### src/rtl/systolic_feeder_if.sv
// rtl/systolic_feeder_if.sv - operand-write, control and array-edge bundle for systolic_feeder
//
// master: drives operand writes and start, observes status and array edge signals.
// slave : the feeder itself.
//   wr_en/wr_sel/wr_row/wr_col/wr_data : one operand element write (sel 0 = A, 1 = B)
//   wr_ready                           : writes accepted (feeder idle)
//   start/busy/done                    : sequence request, in-progress flag, completion pulse
//   load_en/mult_en/acc_en             : array control enables
//   a_in[SIZE]/b_in[SIZE]              : left-edge (per row) and top-edge (per column) operands
interface systolic_feeder_if #(
    parameter int SIZE     = 3,
    parameter int IN_WIDTH = 8
);
    localparam int IDXW = $clog2(SIZE);

    logic                wr_en;
    logic                wr_sel;
    logic [IDXW-1:0]     wr_row;
    logic [IDXW-1:0]     wr_col;
    logic [IN_WIDTH-1:0] wr_data;
    logic                wr_ready;
    logic                start;
    logic                busy;
    logic                done;
    logic                load_en;
    logic                mult_en;
    logic                acc_en;
    logic [IN_WIDTH-1:0] a_in [SIZE];
    logic [IN_WIDTH-1:0] b_in [SIZE];

    modport master (
        output wr_en, wr_sel, wr_row, wr_col, wr_data, start,
        input  wr_ready, busy, done, load_en, mult_en, acc_en, a_in, b_in
    );

    modport slave (
        input  wr_en, wr_sel, wr_row, wr_col, wr_data, start,
        output wr_ready, busy, done, load_en, mult_en, acc_en, a_in, b_in
    );
endinterface

### src/rtl/systolic_feeder.sv
// rtl/systolic_feeder.sv - operand buffer and skewed wavefront sequencer for an output-stationary systolic array
//
// Ports:
//   clk   : rising-edge clock
//   reset : asynchronous active-low reset
//   bus   : systolic_feeder_if.slave (operand writes, start/busy/done, array enables, a_in/b_in edges)
// Optional build macro: SYSTOLIC_FEEDER_TRANSPOSE_B_EN - B writes land at B[col][row].
// Sequence: IDLE -> CLEAR (load_en) -> STREAM (3*SIZE-2 steps) -> DRAIN (DRAIN_CYCLES) -> DONE -> IDLE.
module systolic_feeder #(
    parameter int SIZE         = 3,
    parameter int IN_WIDTH     = 8,
    parameter int DRAIN_CYCLES = 1
) (
    input logic               clk,
    input logic               reset,
    systolic_feeder_if.slave  bus
);
    localparam int IDXW  = $clog2(SIZE);
    localparam int STEPS = 3 * SIZE - 2;
    localparam int STEPW = $clog2(STEPS);
    localparam int DRW   = (DRAIN_CYCLES > 1) ? $clog2(DRAIN_CYCLES) : 1;

    typedef enum logic [2:0] {
        S_IDLE,
        S_CLEAR,
        S_STREAM,
        S_DRAIN,
        S_DONE
    } state_t;

    state_t              state;
    logic [STEPW-1:0]    step;
    logic [DRW-1:0]      drain_cnt;
    logic                busy_q;
    logic                wr_ready_q;
    logic                done_q;
    logic                load_q;
    logic                mult_q;
    logic                acc_q;
    logic [IN_WIDTH-1:0] a_q   [SIZE];
    logic [IN_WIDTH-1:0] b_q   [SIZE];
    logic [IN_WIDTH-1:0] nxt_a [SIZE];
    logic [IN_WIDTH-1:0] nxt_b [SIZE];
    logic [IN_WIDTH-1:0] mem_a [SIZE][SIZE];
    logic [IN_WIDTH-1:0] mem_b [SIZE][SIZE];
    logic                wr_in_range;
    int                  fetch_t;

    assign wr_in_range = (int'(bus.wr_row) < SIZE) && (int'(bus.wr_col) < SIZE);

    // Edge values are registered, so they are fetched one step ahead: in CLEAR
    // the wavefront for t=0 is prepared, in STREAM step t the one for t+1.
    always_comb begin
        fetch_t = (state == S_STREAM) ? int'(step) + 1 : 0;
        for (int i = 0; i < SIZE; i++) begin
            nxt_a[i] = '0;
            nxt_b[i] = '0;
            if ((fetch_t - i >= 0) && (fetch_t - i < SIZE)) begin
                nxt_a[i] = mem_a[IDXW'(i)][IDXW'(fetch_t - i)];
                nxt_b[i] = mem_b[IDXW'(fetch_t - i)][IDXW'(i)];
            end
        end
    end

    always_ff @(posedge clk or negedge reset) begin
        if (!reset) begin
            state      <= S_IDLE;
            step       <= '0;
            drain_cnt  <= '0;
            busy_q     <= 1'b0;
            wr_ready_q <= 1'b1;
            done_q     <= 1'b0;
            load_q     <= 1'b0;
            mult_q     <= 1'b0;
            acc_q      <= 1'b0;
            for (int i = 0; i < SIZE; i++) begin
                a_q[i] <= '0;
                b_q[i] <= '0;
                for (int j = 0; j < SIZE; j++) begin
                    mem_a[IDXW'(i)][IDXW'(j)] <= '0;
                    mem_b[IDXW'(i)][IDXW'(j)] <= '0;
                end
            end
        end else begin
            done_q <= 1'b0;

            // A write landing in the same cycle as start is stored before CLEAR
            // fetches step 0, so the new sequence sees it.
            if (state == S_IDLE && bus.wr_en && wr_in_range) begin
                if (!bus.wr_sel) begin
                    mem_a[bus.wr_row][bus.wr_col] <= bus.wr_data;
                end else begin
`ifdef SYSTOLIC_FEEDER_TRANSPOSE_B_EN
                    mem_b[bus.wr_col][bus.wr_row] <= bus.wr_data;
`else
                    mem_b[bus.wr_row][bus.wr_col] <= bus.wr_data;
`endif
                end
            end

            case (state)
                S_IDLE: begin
                    if (bus.start) begin
                        state      <= S_CLEAR;
                        busy_q     <= 1'b1;
                        wr_ready_q <= 1'b0;
                        load_q     <= 1'b1;
                    end
                end
                S_CLEAR: begin
                    state  <= S_STREAM;
                    step   <= '0;
                    load_q <= 1'b0;
                    mult_q <= 1'b1;
                    acc_q  <= 1'b1;
                    a_q    <= nxt_a;
                    b_q    <= nxt_b;
                end
                S_STREAM: begin
                    if (step == STEPW'(STEPS - 1)) begin
                        mult_q <= 1'b0;
                        for (int i = 0; i < SIZE; i++) begin
                            a_q[i] <= '0;
                            b_q[i] <= '0;
                        end
                        if (DRAIN_CYCLES > 0) begin
                            state     <= S_DRAIN;
                            drain_cnt <= '0;
                        end else begin
                            state  <= S_DONE;
                            acc_q  <= 1'b0;
                            done_q <= 1'b1;
                        end
                    end else begin
                        step <= step + 1'b1;
                        a_q  <= nxt_a;
                        b_q  <= nxt_b;
                    end
                end
                S_DRAIN: begin
                    if (drain_cnt == DRW'(DRAIN_CYCLES - 1)) begin
                        state  <= S_DONE;
                        acc_q  <= 1'b0;
                        done_q <= 1'b1;
                    end else begin
                        drain_cnt <= drain_cnt + 1'b1;
                    end
                end
                S_DONE: begin
                    // start is not looked at here, so a held start always
                    // leaves at least one IDLE cycle between sequences.
                    state      <= S_IDLE;
                    busy_q     <= 1'b0;
                    wr_ready_q <= 1'b1;
                end
                default: begin
                    state <= S_IDLE;
                end
            endcase
        end
    end

    assign bus.busy     = busy_q;
    assign bus.wr_ready = wr_ready_q;
    assign bus.done     = done_q;
    assign bus.load_en  = load_q;
    assign bus.mult_en  = mult_q;
    assign bus.acc_en   = acc_q;
    assign bus.a_in     = a_q;
    assign bus.b_in     = b_q;
endmodule

### src/flat_wrapper.sv
// flat-port wrapper written by rule: the top's interface ports become plain ports
module systolic_feeder_flat 
#(
    parameter int SIZE         = 3,
    parameter int IN_WIDTH     = 8,
    parameter int DRAIN_CYCLES = 1
)
  (clk, reset, bus_wr_en, bus_wr_sel, bus_wr_row, bus_wr_col, bus_wr_data, bus_start, bus_wr_ready, bus_busy, bus_done, bus_load_en, bus_mult_en, bus_acc_en, bus_a_in, bus_b_in);
  systolic_feeder_if #(.SIZE(SIZE), .IN_WIDTH(IN_WIDTH)) bus_i ();
  input logic clk;
  input logic reset;
  input wire logic [$bits(bus_i.wr_en)-1:0] bus_wr_en;
  input wire logic [$bits(bus_i.wr_sel)-1:0] bus_wr_sel;
  input wire logic [$bits(bus_i.wr_row)-1:0] bus_wr_row;
  input wire logic [$bits(bus_i.wr_col)-1:0] bus_wr_col;
  input wire logic [$bits(bus_i.wr_data)-1:0] bus_wr_data;
  input wire logic [$bits(bus_i.start)-1:0] bus_start;
  output wire logic [$bits(bus_i.wr_ready)-1:0] bus_wr_ready;
  output wire logic [$bits(bus_i.busy)-1:0] bus_busy;
  output wire logic [$bits(bus_i.done)-1:0] bus_done;
  output wire logic [$bits(bus_i.load_en)-1:0] bus_load_en;
  output wire logic [$bits(bus_i.mult_en)-1:0] bus_mult_en;
  output wire logic [$bits(bus_i.acc_en)-1:0] bus_acc_en;
  output wire logic [$bits(bus_i.a_in)-1:0] bus_a_in;
  output wire logic [$bits(bus_i.b_in)-1:0] bus_b_in;
  assign bus_i.wr_en = bus_wr_en;
  assign bus_i.wr_sel = bus_wr_sel;
  assign bus_i.wr_row = bus_wr_row;
  assign bus_i.wr_col = bus_wr_col;
  assign bus_i.wr_data = bus_wr_data;
  assign bus_i.start = bus_start;
  assign bus_wr_ready = bus_i.wr_ready;
  assign bus_busy = bus_i.busy;
  assign bus_done = bus_i.done;
  assign bus_load_en = bus_i.load_en;
  assign bus_mult_en = bus_i.mult_en;
  assign bus_acc_en = bus_i.acc_en;
  assign bus_a_in = {>>{bus_i.a_in}};
  assign bus_b_in = {>>{bus_i.b_in}};
  systolic_feeder #(.SIZE(SIZE), .IN_WIDTH(IN_WIDTH), .DRAIN_CYCLES(DRAIN_CYCLES)) u_core (.clk(clk), .reset(reset), .bus(bus_i));
endmodule
### config.mk
export PLATFORM = sky130hd
export DESIGN_NAME = systolic_feeder_flat
export DESIGN_NICKNAME = d
export VERILOG_FILES = /design/src/rtl/systolic_feeder_if.sv /design/src/rtl/systolic_feeder.sv /design/src/flat_wrapper.sv
export SDC_FILE = /design/constraint.sdc
export NUM_CORES = 1
export LEC_CHECK = 0
export CAP_MARGIN = 5
export CORE_MARGIN = 3
export CORE_UTILIZATION = 45
export CTS_CLUSTER_SIZE = 30
export DETAILED_ROUTE_END_ITERATION = 10
export GPL_TIMING_DRIVEN = 1
export PLACE_DENSITY = 0.62
export SYNTH_ARGS = -nofsm -noshare
export SYNTH_HDL_FRONTEND = slang
export SYNTH_SLANG_ARGS = --single-unit
export TNS_END_PERCENT = 5
### constraint.sdc
create_clock -name clk -period 3.9 [get_ports clk]
set_input_delay 0.39 -clock clk [delete_from_list [all_inputs] [get_ports clk]]
set_output_delay 0.39 -clock clk [all_outputs]
set_load 0.01 [all_outputs]
Word-level counts from Yosys, hierarchy flattened:

Index checks and enable logic that the tools add are counted.

* register bits after elaboration: 205
* output and inout bits: 54

* $add $sub $neg: 5
* order comparisons: 15
* equal/unequal tests: 9
* muxes and demuxes: 51
* bitwise logic cells: 6
* reduce and logical (&&, ||, !) cells: 25

Operator list (count)
* bitwise mux 72 bit: 2
* two-way mux 24 bit: 5
* two-way mux 8 bit: 13
* binary-select mux 24 bit (select 2 bit): 2
* >= comparator 32 x 1 -> 1 bit, second input constant: 3
* less-than comparator 32 x 3 -> 1 bit, second input constant: 3
* case mux 24 bit (2 select lines): 2
* binary-select mux 8 bit (select 2 bit): 3
* demux 24 bit (select 2 bit): 1
* two-way mux 16 bit: 2
* two-way mux 32 bit: 1
* subtractor 32 x 2 -> 32 bit, second input constant: 1
* subtractor 32 x 3 -> 32 bit, second input constant: 1
* demux 8 bit (select 2 bit): 1
* AND reduction 2 bit: 8
* two-way mux 3 bit: 4
* case mux 1 bit (2 select lines): 6
* case mux 3 bit (4 select lines): 1
* nonzero test 2 bit: 5
* >= comparator 2 x 3 -> 1 bit, second input constant: 3
* AND reduction 3 bit: 3
* logical AND 1 bit: 8
* inequality test 2 bit, second input constant: 4
* two-way mux 1 bit: 7
* 14 further kinds: 22

Logic depth before layout (Yosys ltp):

* depth in word-level cells: 10
* gate-level depth with buffers: 15
* mapped depth without buffers: 9

Worst setup path before layout:

OpenSTA, ideal clock, no wires.

* kind: register -> register
* start: register u_core.step[0]
* end: register u_core.a_q (netlist bit u_core.bus.a_in[11])
* setup time: 0.096 ns
* arrival: 3.284 ns
* slack: 0.520 ns
* stages on the path, launching flop included: 16
* period minus slack after synthesis: 3.380 ns
* cells stage by stage: dfrtp_1 -> clkbuf_1 -> inv_1 -> ha_1 -> clkbuf_1 -> clkbuf_1 -> clkbuf_1 -> nand3_1 -> nand2_1 -> ha_1 -> a311o_1 -> a21oi_1 -> or4_1 -> clkbuf_1 -> clkbuf_1 -> o31ai_1

* cells in the longest elaborated chain, start to end: 10

Ends and longest elaborated chain
* start: declaration: line systolic_feeder.sv:32 `logic [STEPW-1:0] step;`
* start signal: assignment: line systolic_feeder.sv:135 `step <= step + 1'b1;`
* parallel branches: the longest is 9 deep, another holds subtractor 32 x 2 -> 32 bit
* case mux 24 bit (2 select lines) *: line systolic_feeder.sv:101 `case (state)`
* end signal: assignment: line systolic_feeder.sv:116 `a_q <= nxt_a;`
* end signal: assignment: line systolic_feeder.sv:136 `a_q <= nxt_a;`
* end: declaration: line systolic_feeder.sv:40 `logic [IN_WIDTH-1:0] a_q [SIZE];`

Every way passes the cells marked *. The select of a mux whose other input is x is not followed.
A chain may end at the register's enable or synchronous reset.

Worst setup path after layout:

* start: register u_core.state[2]
* end: register u_core.b_q (netlist bit u_core.bus.b_in[12])

* cells in the longest elaborated chain, start to end: 10

Ends and longest elaborated chain
* start: declaration: line systolic_feeder.sv:31 `state_t state;`
* start signal: assignment: line systolic_feeder.sv:67 `state <= S_IDLE;`
* start signal: assignment: line systolic_feeder.sv:104 `state <= S_CLEAR;`
* start signal: assignment: line systolic_feeder.sv:111 `state <= S_STREAM;`
* parallel branches: the longest is 10 deep, another holds subtractor 32 x 2 -> 32 bit
* end signal: assignment: line systolic_feeder.sv:117 `b_q <= nxt_b;`
* end signal: assignment: line systolic_feeder.sv:137 `b_q <= nxt_b;`
* end: declaration: line systolic_feeder.sv:41 `logic [IN_WIDTH-1:0] b_q [SIZE];`

Several ways; the timed one is not identified. The select of a mux whose other input is x is not followed.

==> run metrics <==
Worst Path Required=4.17 ns; fraction of layout cells with a size suffix above 1=17.93%; synth warn=0; Worst-path clk slew=0.06 ns; min-delay worst type=in -> async; largest net degree at the start of global routing=62; WL met2=6.859 mm; routability congestion estimate from global placement=0.8024; post-synthesis adder-cell area fraction=1.365%; Unique masters post-synth=51; initial antenna violation count=0; worst setup margin=0.8458 ns; DR DRC count=0; IO Count=71; XOR/XNOR Fraction of Synth Area=0.1365%; simple logic cell fraction of the synthesized area=10.53%; worst-margin pin slew=0.9516 ns; kind of cell adding the most delay to the critical path=simple AND/OR/NAND/NOR gates; min Tclk post-route=3.054 ns; Final Hold Viols=0; CTS tree=built; Post-synth ARST share=77.14%; Filler cells=1124; P per Cell Area=715.9 nW/µm²; clock power share=31.5%; Syn Std Cell Area=6415 µm²; clk sinks=140; Root Driver=clkbuf_16; number of CTS-inserted buffers=17; Synth Area in Compound Gates=8.855%; die area=15720 µm²; DP Cell Count=724; hpwl dp=8.899 mm; cts hold-fix bufs=0; Sw Ratio=32.18%; critical path cell sequence=or3b_1, or3_1, ha_1, a311o_1, a21oi_1, or4_1, o31ai_1; CP max FO=19; diodes inserted=0; Tcrit/Tclk final=78.31%; Initial Utilization=47.13%; post-CTS setup buffer count=0; setup tns final=0 ns; area grow syn2layout=19.86%; placed inst area=7049 µm²; Power Internal=3.733 mW; crit start category=flip-flop; Synth Instances=517; post-synthesis sequential area ratio=57.13%; Die X=125.4 µm; Syn Area/Cell=12.41 µm²; Worst path max stage delay=0.60 ns; NetSw=1.771 mW; outcome=finished clean; skew final=0.004960 ns; Post-Layout Inst Area=7689 µm²; Crit-path slowest cell=or4_1; Post-DRT Antenna Nets=0; worst path bufs/invs=0; Max Clock Freq=0.3274 GHz; routed via count=4186; Top FF cell, synth=dfrtp_1; pre-CTS setup slack=0.8801 ns; multiplexer share of the synthesized area=17.50%; Rel. slew slack=36.33%; Leak Pwr=3.258 nW; Row Count=42; uppermost layer routed=met4; Seq pwr share=36.5%; Finished Layout Cells=756; Clock Path Buffers=2; count of input and output buffers=54; kind of critical path=reg -> reg; DR pass1 iterations=6; core area=13610 µm²; largest family of logic cells by synthesized area=multiplexers; first-pass GRT wire length=23.36 mm; Die Y=125.4 µm; vias in the first global route=4304; Total GRT Usage=19.23%; DRT iter0 DRCs=318; nets=591; vias per cell=5.537; Clock Latency Late Sink=0.42 ns; register bit total from synthesis=140; DRT met1 WL=6.254 mm; WL met3=841 µm; H-Tree Depth=4; GR Overflow Total=0; Logic pwr share=32.0%; CP Capture Type=flip-flop; smallest hold slack=0.1813 ns; Slew Viols, Final=0; Worst IR Drop VDD=0.4535 mV; DR WL/cell=18.96 µm; Max-Cap Viols=0; Post-CTS Resized=0; number of synthesized flops with an enable pin=32; # setup viols final=0; RSZ-0062 raised after global routing=false; routed wire length=14.34 mm; CP arrival=3.32 ns
placed cells by master (no fill, tap or decap), types with 17 or more instances in the layout:
| cell type | n |
|---|---|
| o31ai_1 | 17 |
| dfrtp_1 | 107 |
| mux2i_1 | 18 |
| clkdlybuf4s50_1 | 53 |
| o21ai_0 | 32 |
| mux2_2 | 49 |
| mux2_1 | 24 |
| edfxtp_1 | 32 |
| nand2_1 | 72 |
| nand2b_1 | 18 |
| clkbuf_16 | 17 |
stage by stage:
stage	util (%)	power, mW
global placement	51.79	3.746
floorplan	-	3.223
global route	56.49	5.831
CTS	56.49	5.548
detailed placement	51.79	3.797
finish	56.49	5.504
cell families (layout without fill, tap and decap cells):
kind of cell | Yosys count | in the layout
flip-flops | 140 | 140
AND/OR/NAND/NOR | 132 | 132
multiplexers | 99 | 99
AO/OA/AOI/OAI | 83 | 83
buffers and inverters | 54 | 102
adder cells (fa/ha/maj) | 7 | 7
other | 1 | 16
XOR/XNOR | 1 | 1
layout make-up:
type	instances	area [µm²]	area share, %
Timing Repair Buffer	64	613.1	7.974
Sequential cell	140	3665	47.66
Clock buffer	26	509.2	6.623
Inverter	6	22.52	0.2929
Tap cell	176	220.2	2.864
Clock inverter	6	130.1	1.692
Multi-Input combinational cell	338	2529	32.89
power by group through the flow:
stage | logic (mW) | clock network, mW | registers, mW
floorplan | 1.24 | 0 | 1.99
global placement | 1.73 | 0 | 2.01
detailed placement | 1.77 | 0 | 2.03
CTS | 1.78 | 1.76 | 2.01
global route | 1.94 | 1.84 | 2.05
finish | 1.76 | 1.73 | 2.01
synthesized netlist by cell type, drive strengths merged (2+ instances only):
master	n	area [µm²]
o31ai	17	127.6
inv	6	22.52
buf	23	167.7
a222oi	16	160.2
nor3	3	15.01
nand3	4	25.02
and2	2	12.51
nor4b	3	41.29
and3b	3	26.28
and3	2	12.51
nand2	72	270.3
or4b	2	23.77
mux2i	18	180.2
ha	7	87.58
a21oi	10	53.80
edfxtp	32	960.9
dfrtp	107	2678
mux2	81	942.2
a31oi	2	12.51
nor2	10	37.54
nand2b	18	112.6
o21ai	32	160.2
nor2b	3	18.77
a22o	2	17.52
clkbuf	25	93.84
or3b	2	17.52
final timing paths:
kind                                     start                  end  slack [ns]  cells past startpoint
setup / recovery               u_core.state[2]  u_core.bus.b_in[12]        0.85                      7
hold / removal                           reset     u_core.mem_a[63]        0.18                      2
setup reg to reg               u_core.state[2]  u_core.bus.b_in[12]        0.85                      7
hold reg to reg            u_core.bus.a_in[21]  u_core.bus.a_in[21]        0.47                      2
max in group asynchronous                reset     u_core.mem_b[37]        2.58                      3
min in group clk           u_core.bus.a_in[21]  u_core.bus.a_in[21]        0.47                      2
worst reg2reg max path: cells and delay by family (launching register included):
kind / cells / cell delay (ns)
simple gates: 3 / 1.52
flops: 1 / 0.58
compound gates: 3 / 0.57
fa+ha+maj: 1 / 0.24
sequential cells by signal, summed over array words and instances (netlist names):
| signal | count |
|---|---|
| u_core.bus.a_in | 16 |
| u_core.bus.acc_en | 1 |
| u_core.bus.b_in | 16 |
| u_core.bus.busy | 1 |
| u_core.bus.done | 1 |
| u_core.bus.load_en | 1 |
| u_core.bus.mult_en | 1 |
| u_core.bus.wr_ready | 1 |
| u_core.mem_a | 48 |
| u_core.mem_b | 48 |
| u_core.state | 3 |
| u_core.step | 3 |
routing by layer:
metal / GRT usage [%] / vias to the layer above
met4: 7.717 / 0
met3: 5.800 / 26
met5: 0 / -
met1: 24.70 / 2083
met2: 30.62 / 145
li1: - / 1932
Power figures use the tool's default switching activity.
==> patch, RTL diff (config.mk and constraints unchanged) <==
`SIZE` is set to 3 in 3 places; all go to 6. Comments in the files are not updated.
--- a/src/rtl/systolic_feeder_if.sv
+++ b/src/rtl/systolic_feeder_if.sv
@@ -8,7 +8,7 @@
 //   load_en/mult_en/acc_en             : array control enables
 //   a_in[SIZE]/b_in[SIZE]              : left-edge (per row) and top-edge (per column) operands
 interface systolic_feeder_if #(
-    parameter int SIZE     = 3,
+    parameter int SIZE     = 6,
     parameter int IN_WIDTH = 8
 );
     localparam int IDXW = $clog2(SIZE);
--- a/src/rtl/systolic_feeder.sv
+++ b/src/rtl/systolic_feeder.sv
@@ -7,7 +7,7 @@
 // Optional build macro: SYSTOLIC_FEEDER_TRANSPOSE_B_EN - B writes land at B[col][row].
 // Sequence: IDLE -> CLEAR (load_en) -> STREAM (3*SIZE-2 steps) -> DRAIN (DRAIN_CYCLES) -> DONE -> IDLE.
 module systolic_feeder #(
-    parameter int SIZE         = 3,
+    parameter int SIZE         = 6,
     parameter int IN_WIDTH     = 8,
     parameter int DRAIN_CYCLES = 1
 ) (
--- a/src/flat_wrapper.sv
+++ b/src/flat_wrapper.sv
@@ -1,7 +1,7 @@
 // flat-port wrapper written by rule: the top's interface ports become plain ports
 module systolic_feeder_flat 
 #(
-    parameter int SIZE         = 3,
+    parameter int SIZE         = 6,
     parameter int IN_WIDTH     = 8,
     parameter int DRAIN_CYCLES = 1
 )
Ports: changed (resized bus_a_in, bus_b_in, bus_wr_col and bus_wr_row); port bits go from 71 to 121. The function was not compared with the original's and may differ.
==> patch against the original RTL <==
- sequential share of layout area is 5.0 points higher
- worst setup slack worse by 0.50 ns
- routed wire length grew to 3.6 times the old value
- power up 140%
- hold slack better by 0.18 ns
- final area increased to 3.0 times the old value
- synthesized area rose to 3.1 times the old value
- sequential cell count rose by 321
==> patch: results (changes against the original RTL) <==
metric	value	unit	change
outcome	complete, no violations		unchanged
dpl-instance-area	21600	um2	was 7050 um2
met2_usage	34.9	%	was 30.6%
layout-drive-gt1-share	26.2	%	was 17.9%
vdd_drop_max	352	uV	was 453 uV
grt.total_usage	21.8	%	was 19.2%
first_pass_iters	5		was 6
synth_compound_area_share	7.19	%	was 8.86%
io_buffers	88		was 54
placedCellCount	2166		was 724
wl_met1	23200	um	was 6250 um
drt_iter0_markers	966		was 318
cpLargestDelayFamily	adder cells		was simple AND/OR/NAND/NOR gates
synth_cell_types	66		was 51
synthXorXnorAreaFrac	0.262	%	was 0.137%
grt_start_max_net_pins	146		was 62
synth-adder-area-share	0.500	%	was 1.37%
cts_max_path_buffers	3		was 2
relSlewSlack	23.0	%	was 36.3%
hold_slack	0.365	ns	was 0.181 ns
syn_avg_cell_area	13.2	um2	was 12.4 um2
grtUsageMet3	4.10	%	was 5.80%
num-nets-final	1659		was 591
slowest_delay	0.42	ns	was 0.60 ns
n_fill_cell	3759		was 1124
synthTopCellsByCount	dfrtp_1, mux2_2, nand2_1		was dfrtp_1, nand2_1, mux2_2
p_leak	10.1	nW	was 3.26 nW
wl_met2	24100	um	was 6860 um
cp.arrival	4.04	ns	was 3.32 ns
patch: cell types whose count changed in the layout (fill, tap and decap cells not counted), moves of 29 or more:
cell       delta
mux2_2      +211
buf_4        +50
a21oi_1      +38
edfxtp_1     +96
mux2i_1      +29
dfrtp_1     +224
nor2_1       +69
nand2_1     +128
clkbuf_16    +32
patch: cells by family after synthesis:
logic type	count (synthesis)
AO/OA/AOI/OAI	193
XOR/XNOR	6
adder cells (fa/ha/maj)	8
buffers and inverters	133
flip-flops	461
multiplexers	324
other	1
AND/OR/NAND/NOR	397
patch: cell type report:
class                      count  area share [%]
antenna                        1          0.0108
multi-input combinational    960            31.9
timing repair buffer         151            5.77
inverter                      10           0.168
clock buffer                  69            5.72
sequential                   461            52.7
tap                          585            3.17
clock inverter                19           0.623
patch: how the worst max path moves through the flow:
stage,startpoint,endpoint,slack (ns),depth (start not counted)
finish,u_core.step[1],u_core.bus.a_in[36],0.35,15
global route,u_core.state[2],u_core.bus.a_in[36],0.04,14
CTS,u_core.step[1],u_core.bus.a_in[36],0.38,15
detailed placement,u_core.step[1],u_core.bus.a_in[36],0.42,15
global placement,u_core.step[0],u_core.bus.b_in[35],0.44,15
floorplan,u_core.step[0],u_core.bus.a_in[22],0.006,15
patch: power breakdown:
part / internal, mW / leakage, nW / total (mW) / switching, mW
clock: 2.48 / 0.718 / 4.31 / 1.83
sequential: 5.20 / 5.76 / 5.38 / 0.182
combinational: 1.17 / 3.62 / 3.34 / 2.17
total: 8.86 / 10.1 / 13.0 / 4.18
patch: metrics by stage:
step / utilization (%) / setup WS, ns
2_1_floorplan: - / 0.00621
3_3_place_gp: 49.7 / 0.439
3_5_place_dp: 49.7 / 0.419
4_1_cts: 53.1 / 0.384
5_1_grt: 53.1 / 0.0364
6_report: 53.1 / 0.345
